===== src/rtl/inst_fetch.sv =====
// -----------------------------------------------------------------------------
// inst_fetch
//   Instruction fetch stage in front of a synchronous-read instruction ROM.
//   Issues ROM word addresses and tracks which PC the one-cycle-late ROM data
//   belongs to. It presents PC/instruction pairs to decode over valid/ready.
//   The ROM is re-read on a stall so that rom_data stays stable.
//
// Ports
//   clk          single clock, shared with the ROM
//   rst          synchronous, active-high reset
//   rom_addr     word address to the ROM instruction port
//   rom_data     ROM read data, valid one cycle after rom_addr
//   fetch_en     1 = issue new fetches, 0 = drain and idle
//   redirect     one-cycle pulse: drop current output, restart at redirect_pc
//   redirect_pc  redirect target byte address (bits [1:0] ignored)
//   out_valid    out_inst/out_pc hold a valid instruction
//   out_ready    downstream accepts this cycle
//   out_inst     instruction word (rom_data passthrough)
//   out_pc       byte PC of out_inst
// -----------------------------------------------------------------------------
module inst_fetch #(
    parameter int          ADDR_WIDTH = 12,
    parameter logic [31:0] RESET_PC   = 32'h0000_0000
) (
    input  logic                  clk,
    input  logic                  rst,
    output logic [ADDR_WIDTH-1:0] rom_addr,
    input  logic [31:0]           rom_data,
    input  logic                  fetch_en,
    input  logic                  redirect,
    input  logic [31:0]           redirect_pc,
    output logic                  out_valid,
    input  logic                  out_ready,
    output logic [31:0]           out_inst,
    output logic [31:0]           out_pc
);

    // f_pc is the PC whose data is on rom_data this cycle; f_valid marks it live.
    logic [31:0] f_pc;
    logic        f_valid;

    logic [31:0] f_pc_nxt;
    logic        f_valid_nxt;
    logic [31:0] issue_addr;
    logic [31:0] seq_pc;
    logic        cur_valid;
    logic        take_redirect;
    logic        stall;

    // While rst is high, the address path behaves as if nothing is in flight
    // and ignores redirects. The ROM is then already re-pointed at f_pc.
    assign cur_valid     = f_valid & ~rst;
    assign take_redirect = redirect & ~rst;
    assign seq_pc        = cur_valid ? (f_pc + 32'd4) : f_pc;
    assign stall         = cur_valid & ~out_ready;

    always_comb begin
        issue_addr  = seq_pc;
        f_pc_nxt    = seq_pc;
        f_valid_nxt = fetch_en;
        if (take_redirect) begin
            issue_addr  = {redirect_pc[31:2], 2'b00};
            f_pc_nxt    = {redirect_pc[31:2], 2'b00};
            f_valid_nxt = fetch_en;
        end else if (stall) begin
            // Re-read the held word; fetch_en has no effect until it drains.
            issue_addr  = f_pc;
            f_pc_nxt    = f_pc;
            f_valid_nxt = f_valid;
        end
    end

    always_ff @(posedge clk) begin
        if (rst) begin
            f_pc    <= RESET_PC;
            f_valid <= 1'b0;
        end else begin
            f_pc    <= f_pc_nxt;
            f_valid <= f_valid_nxt;
        end
    end

    // The ROM address wraps at 4*2^ADDR_WIDTH bytes; out_pc keeps full width.
    assign rom_addr  = issue_addr[ADDR_WIDTH+1:2];
    assign out_valid = f_valid & ~redirect;
    assign out_pc    = f_pc;
    assign out_inst  = rom_data;

    // Bits of the address that never reach the ROM port.
    logic unused_addr_bits;
    assign unused_addr_bits = ^{issue_addr[31:ADDR_WIDTH+2], issue_addr[1:0],
                                redirect_pc[1:0]};

endmodule


===== config.mk =====
export PLATFORM = sky130hd
export DESIGN_NAME = inst_fetch
export DESIGN_NICKNAME = d
export VERILOG_FILES = /design/src/rtl/inst_fetch.sv
export SDC_FILE = /design/constraint.sdc
export NUM_CORES = 1
export LEC_CHECK = 0
export ABC_AREA = 1
export CORE_UTILIZATION = 40
export CTS_CLUSTER_SIZE = 10
export DETAILED_ROUTE_END_ITERATION = 8
export GPL_TIMING_DRIVEN = 0
export PLACE_DENSITY = 0.83
export RECOVER_POWER = 100
export REMOVE_ABC_BUFFERS = 1
export SLEW_MARGIN = 20
export SYNTH_ARGS = -nofsm -noshare
export SYNTH_HDL_FRONTEND = slang
export SYNTH_SLANG_ARGS = --single-unit

===== constraint.sdc =====
create_clock -name clk -period 2.1 [get_ports clk]
set_clock_uncertainty 0.1 [all_clocks]
set_input_delay 0.21 -clock clk [delete_from_list [all_inputs] [get_ports clk]]
set_output_delay 0.21 -clock clk [all_outputs]
set_load 0.01 [all_outputs]

==> results.cfg <==
[timing]
post-route-min-period_ns = 2.14
rsz0062_at_grt = true
setup_violations = 3
finalHoldViolCount = 0
max_freq_ghz = 0.468
finalCritPeriodShare_pct = 102
fin_ws_ns = -0.0356
fin_setup_tns_ns = -0.0742
drv_slew = 0

[detailed_routing]
viasPerCell = 5.32
drc = 0
vias = 3115
dr.pass1.iters = 5
first_iter_violations = 246
drtAntennaViolNets = 0
wire_per_inst_um = 15.7
wirelength_um = 9200

[placed_design]
routabilityCongestion = 0.866
pre_cts_ws_ns = -0.633
place_hpwl_um = 6070
place_inst = 551
portBuffers = 77
placed_area_um2 = 3090

[synth]
synth_area_um2 = 2660
synth_cells = 452
synth-seq-cells = 31
synth_area_leaders = dfxtp_1 (23%), nand2_1 (18%), buf_4 (14%)
yosysTopAreaCell = dfxtp_1
yosysWarnings = 0
yosys.area.top_type_share_pct = 23.4
seq_area_frac_synth_pct = 23.4
synth.distinct_cells = 30
syn_area_per_cell_um2 = 5.88

[floorplanning]
ios = 146
core-area_um2 = 6390
die_area_um2 = 6970
row_count = 29
die_x_um = 83.5
start_util_pct = 41.6
dieHeight_um = 83.5

[setup_path]
path_class = reg2reg
cp_max_fo = 4
r2r_start = out_pc[6]
required_ns = 2.17
end_kind = flop
reg2reg_slack_ns = -0.04
arrival_ns = 2.21
reg2reg_depth = 16
worstSetupStartpointType = flop
rr_endpoint = out_pc[25]

[cts]
cts_sinks = 31
htreeDepth = 2
cts_max_path_buffers = 2
clk_pin_slew_ns = 0.07
clock_latency_ns = 0.29
cts-buffers-inserted = 5
cts_tree = yes
cts_root_buf = clkbuf_8

[power_and_ir_drop]
p_leak_nw = 1.52
p_per_area_nw_per_um2 = 428
vdd.ir_drop.worst_uv = 221

[global_routing]
grt_pass1_vias = 2910
grt_pass1_wl_um = 14000
track_usage_pct = 25.3
grt_antenna_before_repair = 0
grt-ovfl-total = 0
grt_max_degree = 32

[worst_hold_path]
worstHoldStart = rst
hold_depth = 2
hold_path.class = in2reg
min_to = out_pc[26]

[layout]
register_area_um2 = 652
final_cell_mix = nand2_1 (121), inv_1 (62), clkdlybuf4s50_1 (62)
num-nets-final = 577
fin_area_um2 = 3550
utilization_pct = 55.6
multi_input_comb_area_um2 = 1470
layout_commonest_cell = nand2_1
drive_above_1_share_pct = 17.3
fin_cells = 585
fillers = 578
area_growth_pct = 33.5
diodes = 0

[run]
maxCapViolCount = 0

[run_status]
violations = setup timing
outcome = finished, violations left
## worst max path at each step
stage                     cells past startpoint     endpoint      start
final                                        16   out_pc[25]  out_pc[6]
after global routing                         16   out_pc[25]  out_pc[6]
after CTS                                    16   out_pc[25]  out_pc[5]
after detailed placement                      8  rom_addr[1]        rst
after global placement                        8  rom_addr[1]        rst
after floorplan                               8  rom_addr[8]  out_pc[2]
## logic make-up (layout without fill, tap and decap cells)
| family | count (synthesis) | after routing | share of synthesized area [%] |
|---|---|---|---|
| AO/OA/AOI/OAI | 56 | 56 | 11.4 |
| adder cells (fa/ha/maj) | 1 | 1 | 0.471 |
| buffers and inverters | 125 | 180 | 26.1 |
| flip-flops | 31 | 31 | 23.4 |
| other | 1 | 2 | 0.141 |
| AND/OR/NAND/NOR | 238 | 238 | 38.6 |
## report_power, final
group / switching (W) / internal (W)
Combinational: 0.000153 / 0.000170
Sequential: 0.0000434 / 0.000613
Clock: 0.000238 / 0.000299
Total: 0.000435 / 0.00108
## repair_timing
item / 4_1_cts / 5_1_grt
pin swaps: 7 / 3
hold buffers: 0 / 0
buffers inserted: 22 / 4
endpoints found under the setup margin: 12 / 13
gates resized for setup: 55 / 24
## state kept, by name, summed over array words and instances, names as in the netlist
signal,count
out_pc,30
f_valid,1
## stage by stage
| step | hold WS, ns | power [W] |
|---|---|---|
| floorplan | 0.172 | 0.000783 |
| CTS | 0.150 | 0.00151 |
| global route | 0.158 | 0.00158 |
| detailed placement | 0.320 | 0.000975 |
| global placement | 0.320 | 0.000970 |
| finish | 0.136 | 0.00152 |
## layer usage
metal,vias to the layer above,wire length (um),GRT usage (%)
met2,183,4070,38.5
met4,2,232,7.70
li1,1471,-,-
met5,-,41,6.06
met1,1423,3870,31.6
met3,36,982,11.2
## cells in the mapped netlist (all sizes together)
cell    instances
conb            1
nand4           4
a21oi          29
clkbuf          5
a22o            2
nand2         133
o21bai          2
nand3          50
o21a            1
o21ai          20
or2             4
nor2           46
nor3            1
inv            68
buf            51
ha              1
a31oi           1
dfxtp          31
o211ai          1
clkinv          1
## worst max-delay path, stage by stage, from the launching register on
cell	delay, ns
dfxtp_4	0.36
nand2_4	0.10
nor2_4	0.05
buf_4	0.12
buf_4	0.12
buf_4	0.12
buf_4	0.12
buf_4	0.13
buf_4	0.13
buf_4	0.12
buf_4	0.12
nand2_2	0.08
inv_2	0.07
nand2_2	0.07
nand2_1	0.05
nand3_1	0.07
a21oi_1	0.07
## layout make-up
cell class	instances	area share (%)
clock buffer	8	2.82
inverter	69	7.86
multi-input combinational	297	41.5
sequential	31	18.4
tap	77	2.72
timing repair buffer	103	26.8
Note: power is estimated with default switching activity, not from simulation.
